$ cat src/rtl/axi_default_slave_pkg.sv
// rtl/axi_default_slave_pkg.sv - AXI response codes and default-slave FSM state types
package axi_default_slave_pkg;

  localparam logic [1:0] RESP_OKAY   = 2'b00;
  localparam logic [1:0] RESP_SLVERR = 2'b10;
  localparam logic [1:0] RESP_DECERR = 2'b11;

  typedef enum logic [1:0] {W_IDLE, W_DATA, W_RESP} w_state_t;
  typedef enum logic {R_IDLE, R_DATA} r_state_t;

endpackage

$ cat src/rtl/axi_default_slave.sv
// rtl/axi_default_slave.sv - AXI default slave: absorbs unmapped bursts and answers DECERR
module axi_default_slave
  import axi_default_slave_pkg::*;
#(
  parameter int unsigned ID_W   = 8,
  parameter int unsigned ADDR_W = 32,
  parameter int unsigned DATA_W = 32,
  parameter int unsigned LEN_W  = 4
) (
  input  logic                ACLK,
  input  logic                ARESETn,
  input  logic [ID_W-1:0]     S_AWID,
  input  logic [ADDR_W-1:0]   S_AWAddr,
  input  logic [LEN_W-1:0]    S_AWLen,
  input  logic [2:0]          S_AWSize,
  input  logic [1:0]          S_AWBurst,
  input  logic                S_AWValid,
  output logic                S_AWReady,
  input  logic [DATA_W-1:0]   S_WData,
  input  logic [DATA_W/8-1:0] S_WStrb,
  input  logic                S_WLast,
  input  logic                S_WValid,
  output logic                S_WReady,
  output logic [ID_W-1:0]     S_BID,
  output logic [1:0]          S_BResp,
  output logic                S_BValid,
  input  logic                S_BReady,
  input  logic [ID_W-1:0]     S_ARID,
  input  logic [ADDR_W-1:0]   S_ARAddr,
  input  logic [LEN_W-1:0]    S_ARLen,
  input  logic [2:0]          S_ARSize,
  input  logic [1:0]          S_ARBurst,
  input  logic                S_ARValid,
  output logic                S_ARReady,
  output logic [ID_W-1:0]     S_RID,
  output logic [DATA_W-1:0]   S_RData,
  output logic [1:0]          S_RResp,
  output logic                S_RLast,
  output logic                S_RValid,
  input  logic                S_RReady,
  output logic                ProtoErr
);

  localparam logic [LEN_W:0]   W_ONE = {{LEN_W{1'b0}}, 1'b1};
  localparam logic [LEN_W-1:0] R_ONE = {{(LEN_W-1){1'b0}}, 1'b1};

  w_state_t         w_state;
  logic [ID_W-1:0]  w_id;
  logic [LEN_W-1:0] w_len;
  logic [LEN_W:0]   w_cnt;
  logic [LEN_W:0]   w_cnt_inc;
  logic [LEN_W:0]   w_expected;

  r_state_t         r_state;
  logic [LEN_W-1:0] r_len;
  logic [LEN_W-1:0] r_cnt;
  logic [LEN_W-1:0] r_cnt_inc;

  logic unused_inputs;

  // Beat counter saturates so a runaway burst without WLast cannot wrap into a false match.
  assign w_cnt_inc  = (&w_cnt) ? w_cnt : w_cnt + W_ONE;
  assign w_expected = {1'b0, w_len} + W_ONE;
  assign r_cnt_inc  = r_cnt + R_ONE;

  assign S_RData = '0;
  assign unused_inputs = ^{S_AWAddr, S_AWSize, S_AWBurst, S_WData, S_WStrb,
                           S_ARAddr, S_ARSize, S_ARBurst};

  always_ff @(posedge ACLK or negedge ARESETn) begin
    if (!ARESETn) begin
      w_state   <= W_IDLE;
      w_id      <= '0;
      w_len     <= '0;
      w_cnt     <= '0;
      S_AWReady <= 1'b0;
      S_WReady  <= 1'b0;
      S_BValid  <= 1'b0;
      S_BID     <= '0;
      S_BResp   <= RESP_OKAY;
      ProtoErr  <= 1'b0;
    end else begin
      case (w_state)
        W_IDLE: begin
          S_AWReady <= 1'b1;
          if (S_AWValid && S_AWReady) begin
            S_AWReady <= 1'b0;
            S_WReady  <= 1'b1;
            w_id      <= S_AWID;
            w_len     <= S_AWLen;
            w_cnt     <= '0;
            w_state   <= W_DATA;
          end
        end
        W_DATA: begin
          if (S_WValid && S_WReady) begin
            w_cnt <= w_cnt_inc;
            if (S_WLast) begin
              S_WReady <= 1'b0;
              S_BValid <= 1'b1;
              S_BID    <= w_id;
              S_BResp  <= RESP_DECERR;
              if (w_cnt_inc != w_expected) ProtoErr <= 1'b1;
              w_state  <= W_RESP;
            end
          end
        end
        W_RESP: begin
          if (S_BReady) begin
            S_BValid  <= 1'b0;
            S_AWReady <= 1'b1;
            w_state   <= W_IDLE;
          end
        end
        default: w_state <= W_IDLE;
      endcase
    end
  end

  always_ff @(posedge ACLK or negedge ARESETn) begin
    if (!ARESETn) begin
      r_state   <= R_IDLE;
      r_len     <= '0;
      r_cnt     <= '0;
      S_ARReady <= 1'b0;
      S_RValid  <= 1'b0;
      S_RID     <= '0;
      S_RResp   <= RESP_OKAY;
      S_RLast   <= 1'b0;
    end else begin
      case (r_state)
        R_IDLE: begin
          S_ARReady <= 1'b1;
          if (S_ARValid && S_ARReady) begin
            S_ARReady <= 1'b0;
            S_RValid  <= 1'b1;
            S_RID     <= S_ARID;
            S_RResp   <= RESP_DECERR;
            S_RLast   <= (S_ARLen == '0);
            r_len     <= S_ARLen;
            r_cnt     <= '0;
            r_state   <= R_DATA;
          end
        end
        R_DATA: begin
          if (S_RReady) begin
            if (S_RLast) begin
              S_RValid  <= 1'b0;
              S_RLast   <= 1'b0;
              S_ARReady <= 1'b1;
              r_state   <= R_IDLE;
            end else begin
              r_cnt   <= r_cnt_inc;
              S_RLast <= (r_cnt_inc == r_len);
            end
          end
        end
        default: r_state <= R_IDLE;
      endcase
    end
  end

endmodule

$ cat config.mk
export PLATFORM = sky130hd
export DESIGN_NAME = axi_default_slave
export DESIGN_NICKNAME = d
export VERILOG_FILES = /design/src/rtl/axi_default_slave_pkg.sv /design/src/rtl/axi_default_slave.sv
export SDC_FILE = /design/constraint.sdc
export NUM_CORES = 1
export LEC_CHECK = 0
export BUFFER_PORTS_ARGS = -buffer_cell sky130_fd_sc_hd__buf_2
export CORE_MARGIN = 2
export CORE_UTILIZATION = 40
export DETAILED_ROUTE_END_ITERATION = 10
export PLACE_DENSITY = 0.8
export REMOVE_ABC_BUFFERS = 1
export SETUP_SLACK_MARGIN = 0.1
export SLEW_MARGIN = 40
export SYNTH_ARGS = -nofsm -noshare
export SYNTH_HDL_FRONTEND = slang
export SYNTH_SLANG_ARGS = --single-unit
$ cat constraint.sdc
create_clock -name ACLK -period 2.3 [get_ports ACLK]
set_input_delay 0.23 -clock ACLK [delete_from_list [all_inputs] [get_ports ACLK]]
set_output_delay 0.23 -clock ACLK [all_outputs]
set_load 0.02 [all_outputs]
==> results of run 1 <==
-- worst min-delay path by stage --
stage,start,to,cells after the start
after CTS,ARESETn,S_BID[2],2
after global placement,ARESETn,r_cnt[1],2
final,ARESETn,r_cnt[2],2
after detailed placement,ARESETn,r_cnt[2],2
after global routing,ARESETn,r_cnt[2],2
after floorplan,ARESETn,ProtoErr,0
-- placed cells by master, fill, tap and decap left out, drive strengths merged, types with 3 or more instances in the layout --
cell    instances
nor2            9
a21oi           5
ha              3
xor2            3
o21ai           7
nand4           3
and3            3
clkbuf          5
mux2           14
mux2i           3
nand2          80
xnor2           6
nand3           7
buf            63
conb           32
inv             8
dfrtp          53
a22o            4
o22ai           4
nand2b          4
-- where the power goes --
| part | total [mW] | internal (mW) | switching [mW] | leakage, nW |
|---|---|---|---|---|
| combinational | 1.63 | 0.703 | 0.925 | 0.850 |
| sequential | 1.63 | 1.32 | 0.309 | 0.639 |
| clock | 0.556 | 0.228 | 0.328 | 0.0506 |
| total | 3.81 | 2.25 | 1.56 | 1.54 |
-- cell usage after synthesis --
cell type / n / area (um2)
and2_4: 1 / 8.76
o21ai_0: 7 / 35.0
a221o_1: 1 / 10.0
xor2_1: 3 / 26.3
a211oi_1: 2 / 15.0
a22o_1: 4 / 35.0
a31oi_1: 2 / 12.5
nand3b_1: 1 / 7.51
a311o_1: 1 / 10.0
a21oi_2: 1 / 8.76
nand3_1: 7 / 35.0
xnor2_1: 6 / 52.6
nand4_1: 3 / 18.8
dfrtp_1: 53 / 1330
nand2b_1: 4 / 25.0
o21a_1: 1 / 7.51
or4_1: 1 / 7.51
clkbuf_1: 6 / 22.5
a41o_2: 1 / 11.3
nor2b_1: 2 / 12.5
buf_4: 34 / 255
buf_2: 1 / 5.00
a41oi_1: 1 / 8.76
ha_1: 3 / 37.5
inv_1: 6 / 22.5
or2_2: 2 / 12.5
conb_1: 1 / 3.75
nor3b_1: 1 / 7.51
o22ai_1: 4 / 25.0
and3_2: 1 / 7.51
or3_1: 1 / 6.26
and3_1: 2 / 12.5
mux2_2: 14 / 158
mux2i_1: 3 / 30.0
nand2_1: 80 / 300
a21boi_0: 1 / 7.51
nor2_1: 9 / 33.8
a21oi_1: 4 / 20.0
-- area by class of cell --
class	count	area [um2]	share of cell area [%]
clock buffer	5	68.8	2.30
clock inverter	3	28.8	0.960
inverter	6	22.5	0.751
multi-input combinational	206	1130	37.6
sequential	53	1330	44.3
tap	77	96.3	3.21
timing repair buffer	63	328	10.9
-- cell families (layout without fill, tap and decap cells) --
group	count (synthesis)	count (layout)	synth area share, %
xor+xnor	9	9	2.98
compound gates	30	30	7.82
simple gates	115	115	18.8
buf+inv	47	77	11.6
mux	17	17	7.11
fa+ha+maj	3	3	1.42
other cells	1	32	0.142
flops	53	53	50.2
-- registers in the layout, indices dropped and copies added (netlist names), 2 cells and up --
name / flops
w_id: 8
S_RID: 8
r_len: 4
w_state: 2
S_BID: 8
w_len: 4
r_cnt: 4
w_cnt: 5
-- stage by stage --
| step | setup WS (ns) | hold WS (ns) | utilization (%) | power, mW | cell area, um2 |
|---|---|---|---|---|---|
| floorplan | 0.345 | -0.0656 | - | 2.77 | 2470 |
| global placement | 0.248 | 0.385 | 45.4 | 3.19 | 2900 |
| detailed placement | 0.200 | 0.394 | 45.4 | 3.28 | 2900 |
| CTS | 0.167 | 0.0525 | 46.9 | 3.86 | 3000 |
| global route | 0.103 | 0.0634 | 46.9 | 4.12 | 3000 |
| finish | 0.184 | 0.0237 | 46.9 | 3.81 | 3000 |
-- worst reg2reg max path: cells and delay by family, from the launching register on --
family / cells / cell delay (ns)
AOI/OAI and AO/OA: 3 / 0.77
and+or+nand+nor: 2 / 0.49
DFF: 1 / 0.45
adders and majority gates: 1 / 0.29
-- metal layers --
metal	global-route usage [%]	routed length [um]	share of wire (%)	vias up
met2	26.0	2570	52	71
met1	16.7	2070	42	941
met5	0	0	0	-
met4	3.03	36	0.72	0
li1	-	-	-	967
met3	2.92	287	5.8	4
-- what timing repair did --
| action | CTS | global route |
|---|---|---|
| setup endpoints to repair | 0 | 1 |
| gates resized for setup | 0 | 1 |
| setup buffers | 0 | 0 |
==> summary.txt, run 1 <==
Worst setup path
  – Crit Path Category: reg2reg
  – Highest fanout seen on the critical path: 6
  – Worst R2R Setup Slack: around 0.18 ns
  – CP endpoint kind: flip-flop
  – Reg2reg start: w_cnt[1]
  – CP Launch Point: w_cnt[1]
  – WP data required: between 2 and 2.5 ns
  – Arr. time, crit path: 2.30 ns
  – Setup crit end: ProtoErr
  – Crit path cell chain: ha_1, and2_4, a21oi_2, or3_1, a311o_1, a221o_1
  – Worst Path Buf+Inv: 0
  – Setup crit start kind: flip-flop
  – Worst reg2reg path depth: 6
  – Slowest stage delay, CP: 0.45 ns
  – CP top delay family: compound AO/OA/AOI/OAI gates
  – RR Endpoint: ProtoErr
  – Crit-path slowest cell: dfrtp_1
  – Stages on the worst setup path: 6

Clock tree
  – Clock tree buffer depth: 2
  – CTS tree: yes
  – Number of hold buffers added after cts: 0
  – TritonCTS Buffers: 5
  – Htree depth: 2
  – Clock Latency Late Sink: roughly 0.3 ns
  – Root Buffer Master: clkbuf_8
  – Clk sinks: 53
  – Clock slew at the register clock pins of the worst setup and hold paths: 0.10 ns

Finish
  – Fillers: 611
  – Final Non-Filler Cells: 413
  – Layout Nets: 480
  – Layout cells sized above 1: 27.4%
  – Area growth, synth to finish: 13.5%
  – Number of diodes: 0

Synth
  – Synthesized area: 2640 um2
  – Sequential area share after synthesis: 50.2%
  – Post-Synthesis Mean Instance Area: 9.60 um2
  – #FFs+latches synth: between 50 and 60
  – Unique masters post-synth: 38
  – Warning count from the yosys run: 0
  – Cells after Synth: approximately 280

Floorplan
  – Die ar.: 7270 um2
  – Die X: 85.3 um
  – FP Rows: 29
  – Core ar.: 6390 um2
  – Initial core utilization: 41.4%
  – Io pins: between 200 and 250
  – Die Ht: 85.3 um

STA
  – Worst Skew: 0.00695 ns
  – Setup violators final: 0
  – Worst rel slew slack: 56.5%
  – RSZ-0062 raised after global routing: false
  – Worst Max-Slew Pin Slew: roughly 0.65 ns
  – Minimum clock period: 2.12 ns
  – F_max: around 0.47 GHz
  – Final Hold Vio Count: 0
  – TNS Setup: 0 ns
  – Final period utilization: 92.0%
  – Fin. max-slew vios: 0

Placement
  – DP Wirelength: 3750 um
  – Port Buffers: 58
  – Gpl congestion: approximately 0.76
  – Dpl cells: 405

Pwr
  – Power per standard cell area: 1270 nW/um2
  – Worst VDD drop: about 0.6 mV
  – Static Leak: 1.54 nW

Routing
  – Wire per inst: 12.0 um
  – Vias per cell: 4.80
  – Iter 0 DRT Violations: 51
  – Pre-antenna DRT Iters: 4
  – Remaining antenna violation count after routing: 0
  – DRC: 0
  – Vias: 1983
  – Wirelength, routed: between 4000 and 5000 um

Worst hold path
  – Hold Path Class: in2async

Global route
  – Largest net degree at the start of global routing: 54
  – Vias in the first global route: 1869
  – Antenna violations before repair: 0
  – Congestion Overflow GR: 0
  – First-pass GRT wire length: around 8300 um
  – Gr usage total: between 10 and 15%

Run
  – Max-cap check violation count: 0

Status
  – Status: complete, no violations
Power figures use the tool's default switching activity.
==> run 2: changes to the inputs <==
- CELL_PAD_IN_SITES_DETAIL_PLACEMENT: not set -> 2
- CELL_PAD_IN_SITES_GLOBAL_PLACEMENT: not set -> 2
- CORE_UTILIZATION: 40 -> 21
- PLACE_DENSITY: 0.8 -> not set
- PLACE_DENSITY_LB_ADDON: not set -> 0.1
==> run 2 against run 1 <==
  * Total power grew 6.7%
  * Largest cell class unchanged
  * Maximum frequency increased by 5.2%
  * Critical path type unchanged
  * Wire length up 34%
  * Setup slack gained 0.11 ns
  * Non-clock buffer count up 4
==> summary.txt, run 2 (synthesis gave the netlist of run 1 again) <==
Pwr
  – Static Leak: around 1.6 nW
  – Power per standard cell area: 1270 nW/um2
  – Worst VDD drop: 0.335 mV

Finish
  – Largest regs: S_BID (8), S_RID (8), w_id (8)
  – Layout cells sized above 1: 27.6%
  – Most frequent cells in the layout: nand2_1 (80), buf_2 (58), dfrtp_1 (53)
  – Layout Nets: ~480
  – Area growth, synth to finish: 21.2%
  – Commonest non-fill, non-tap cell in the layout: nand2_1
  – Number of diodes: 0

Routing
  – Vias: 2027
  – Iter 0 DRT Violations: 45
  – Wire per inst: 13.2 um
  – Vias per cell: roughly 4
  – Pre-antenna DRT Iters: 4
  – Wirelength, routed: 6680 um
  – DRC: 0
  – Remaining antenna violation count after routing: 0

Floorplan
  – FP Rows: 40
  – Io pins: around 200
  – Initial core utilization: 21.7%
  – Die Ht: 116 um
  – Die ar.: 13500 um2
  – Die X: 116 um
  – Core ar.: 12200 um2

Status
  – Status: complete, no violations

Placement
  – DP Wirelength: a little under 5000 um
  – Gpl congestion: just under 0.7
  – Port Buffers: between 50 and 60

Global route
  – Antenna violations before repair: 0
  – Vias in the first global route: 2142
  – First-pass GRT wire length: approximately 11000 um
  – Largest net degree at the start of global routing: 54
  – Gr usage total: 10.4%
  – Congestion Overflow GR: 0

STA
  – Minimum clock period: 2.01 ns
  – TNS Setup: 0 ns
  – Min Hold Slack: 0.127 ns
  – F_max: 0.497 GHz
  – Fin. max-slew vios: 0
  – RSZ-0062 raised after global routing: false
  – Setup violators final: 0
  – Final period utilization: 87.4%
  – Final Hold Vio Count: 0
  – Worst rel slew slack: 58.9%
  – Worst Skew: roughly 0.0035 ns
  – Worst Max-Slew Pin Slew: around 0.6 ns

Clock tree
  – Post_cts resized: 0
  – Clock Latency Late Sink: 0.29 ns
  – Root Buffer Master: clkbuf_16
  – Htree depth: 2
  – TritonCTS Buffers: 5
  – CTS tree: yes
  – Clock tree buffer depth: 2
  – Clock slew at the register clock pins of the worst setup and hold paths: 0.07 ns
  – Clk sinks: 53

Worst setup path
  – Setup crit start kind: flip-flop
  – CP endpoint kind: flip-flop
  – WP data required: about 2.5 ns
  – Arr. time, crit path: approximately 2.2 ns
  – Crit Path Category: reg2reg
  – Highest fanout seen on the critical path: 6

Run
  – Max-cap check violation count: 0

Worst hold path
  – Hold Path Class: in2reg
## run 2: stage by stage
| step | total power [mW] | setup slack (ns) | instances | util [%] | area [um2] |
|---|---|---|---|---|---|
| floorplan | 2.77 | 0.345 | 265 | - | 2470 |
| global placement | 3.34 | 0.310 | 499 | 25.1 | 3050 |
| detailed placement | 3.39 | 0.282 | 499 | 25.1 | 3050 |
| CTS | 4.18 | 0.266 | 508 | 26.3 | 3200 |
| global route | 4.46 | 0.152 | 508 | 26.3 | 3200 |
| finish | 4.07 | 0.289 | 508 | 26.3 | 3200 |
## run 2: timing repair
item / in CTS / in global routing
endpoints found under the hold margin: 53 / 0
hold buffers: 1 / 0
setup buffers: 0 / 0
## run 2: per-layer routing
layer | part of all wire, % | GRT usage [%]
met1 | 44 | 12.9
met2 | 50 | 18.3
met3 | 5.3 | 2.44
met4 | 1.1 | 2.86
met5 | 0 | 0
## run 2: worst paths after layout
check / start / cells after the start / slack, ns / endpoint
worst max-delay path: w_cnt[1] / 6 / 0.29 / ProtoErr
worst min-delay path: S_AWID[4] / 3 / 0.13 / w_id[4]
worst max register to register: w_cnt[1] / 6 / 0.29 / ProtoErr
worst min register to register: w_id[1] / 2 / 0.47 / S_BID[1]
max in group asynchronous: ARESETn / 3 / 1.57 / S_BID[5]
min in group asynchronous: ARESETn / 3 / 0.46 / r_cnt[2]
## run 2: critical path, stage by stage (launching register included)
cell,delay [ns]
dfrtp_1,0.36
ha_1,0.27
and2_4,0.19
a21oi_2,0.08
or3_1,0.31
a311o_1,0.36
a221o_1,0.34
## run 2: layout make-up
cell class / instances / area [um2]
clock inverter: 3 / 17.5
tap: 168 / 210
multi-input combinational: 206 / 1130
sequential: 53 / 1330
clock buffer: 5 / 125
fill: 1397 / 8960
inverter: 6 / 22.5
timing repair buffer: 67 / 373
## run 2: where the power goes
part	internal (mW)	switching [mW]	leakage (nW)
registers	1.32	0.297	0.640
clock network	0.400	0.348	0.0696
logic	0.731	0.974	0.874
total	2.45	1.62	1.58
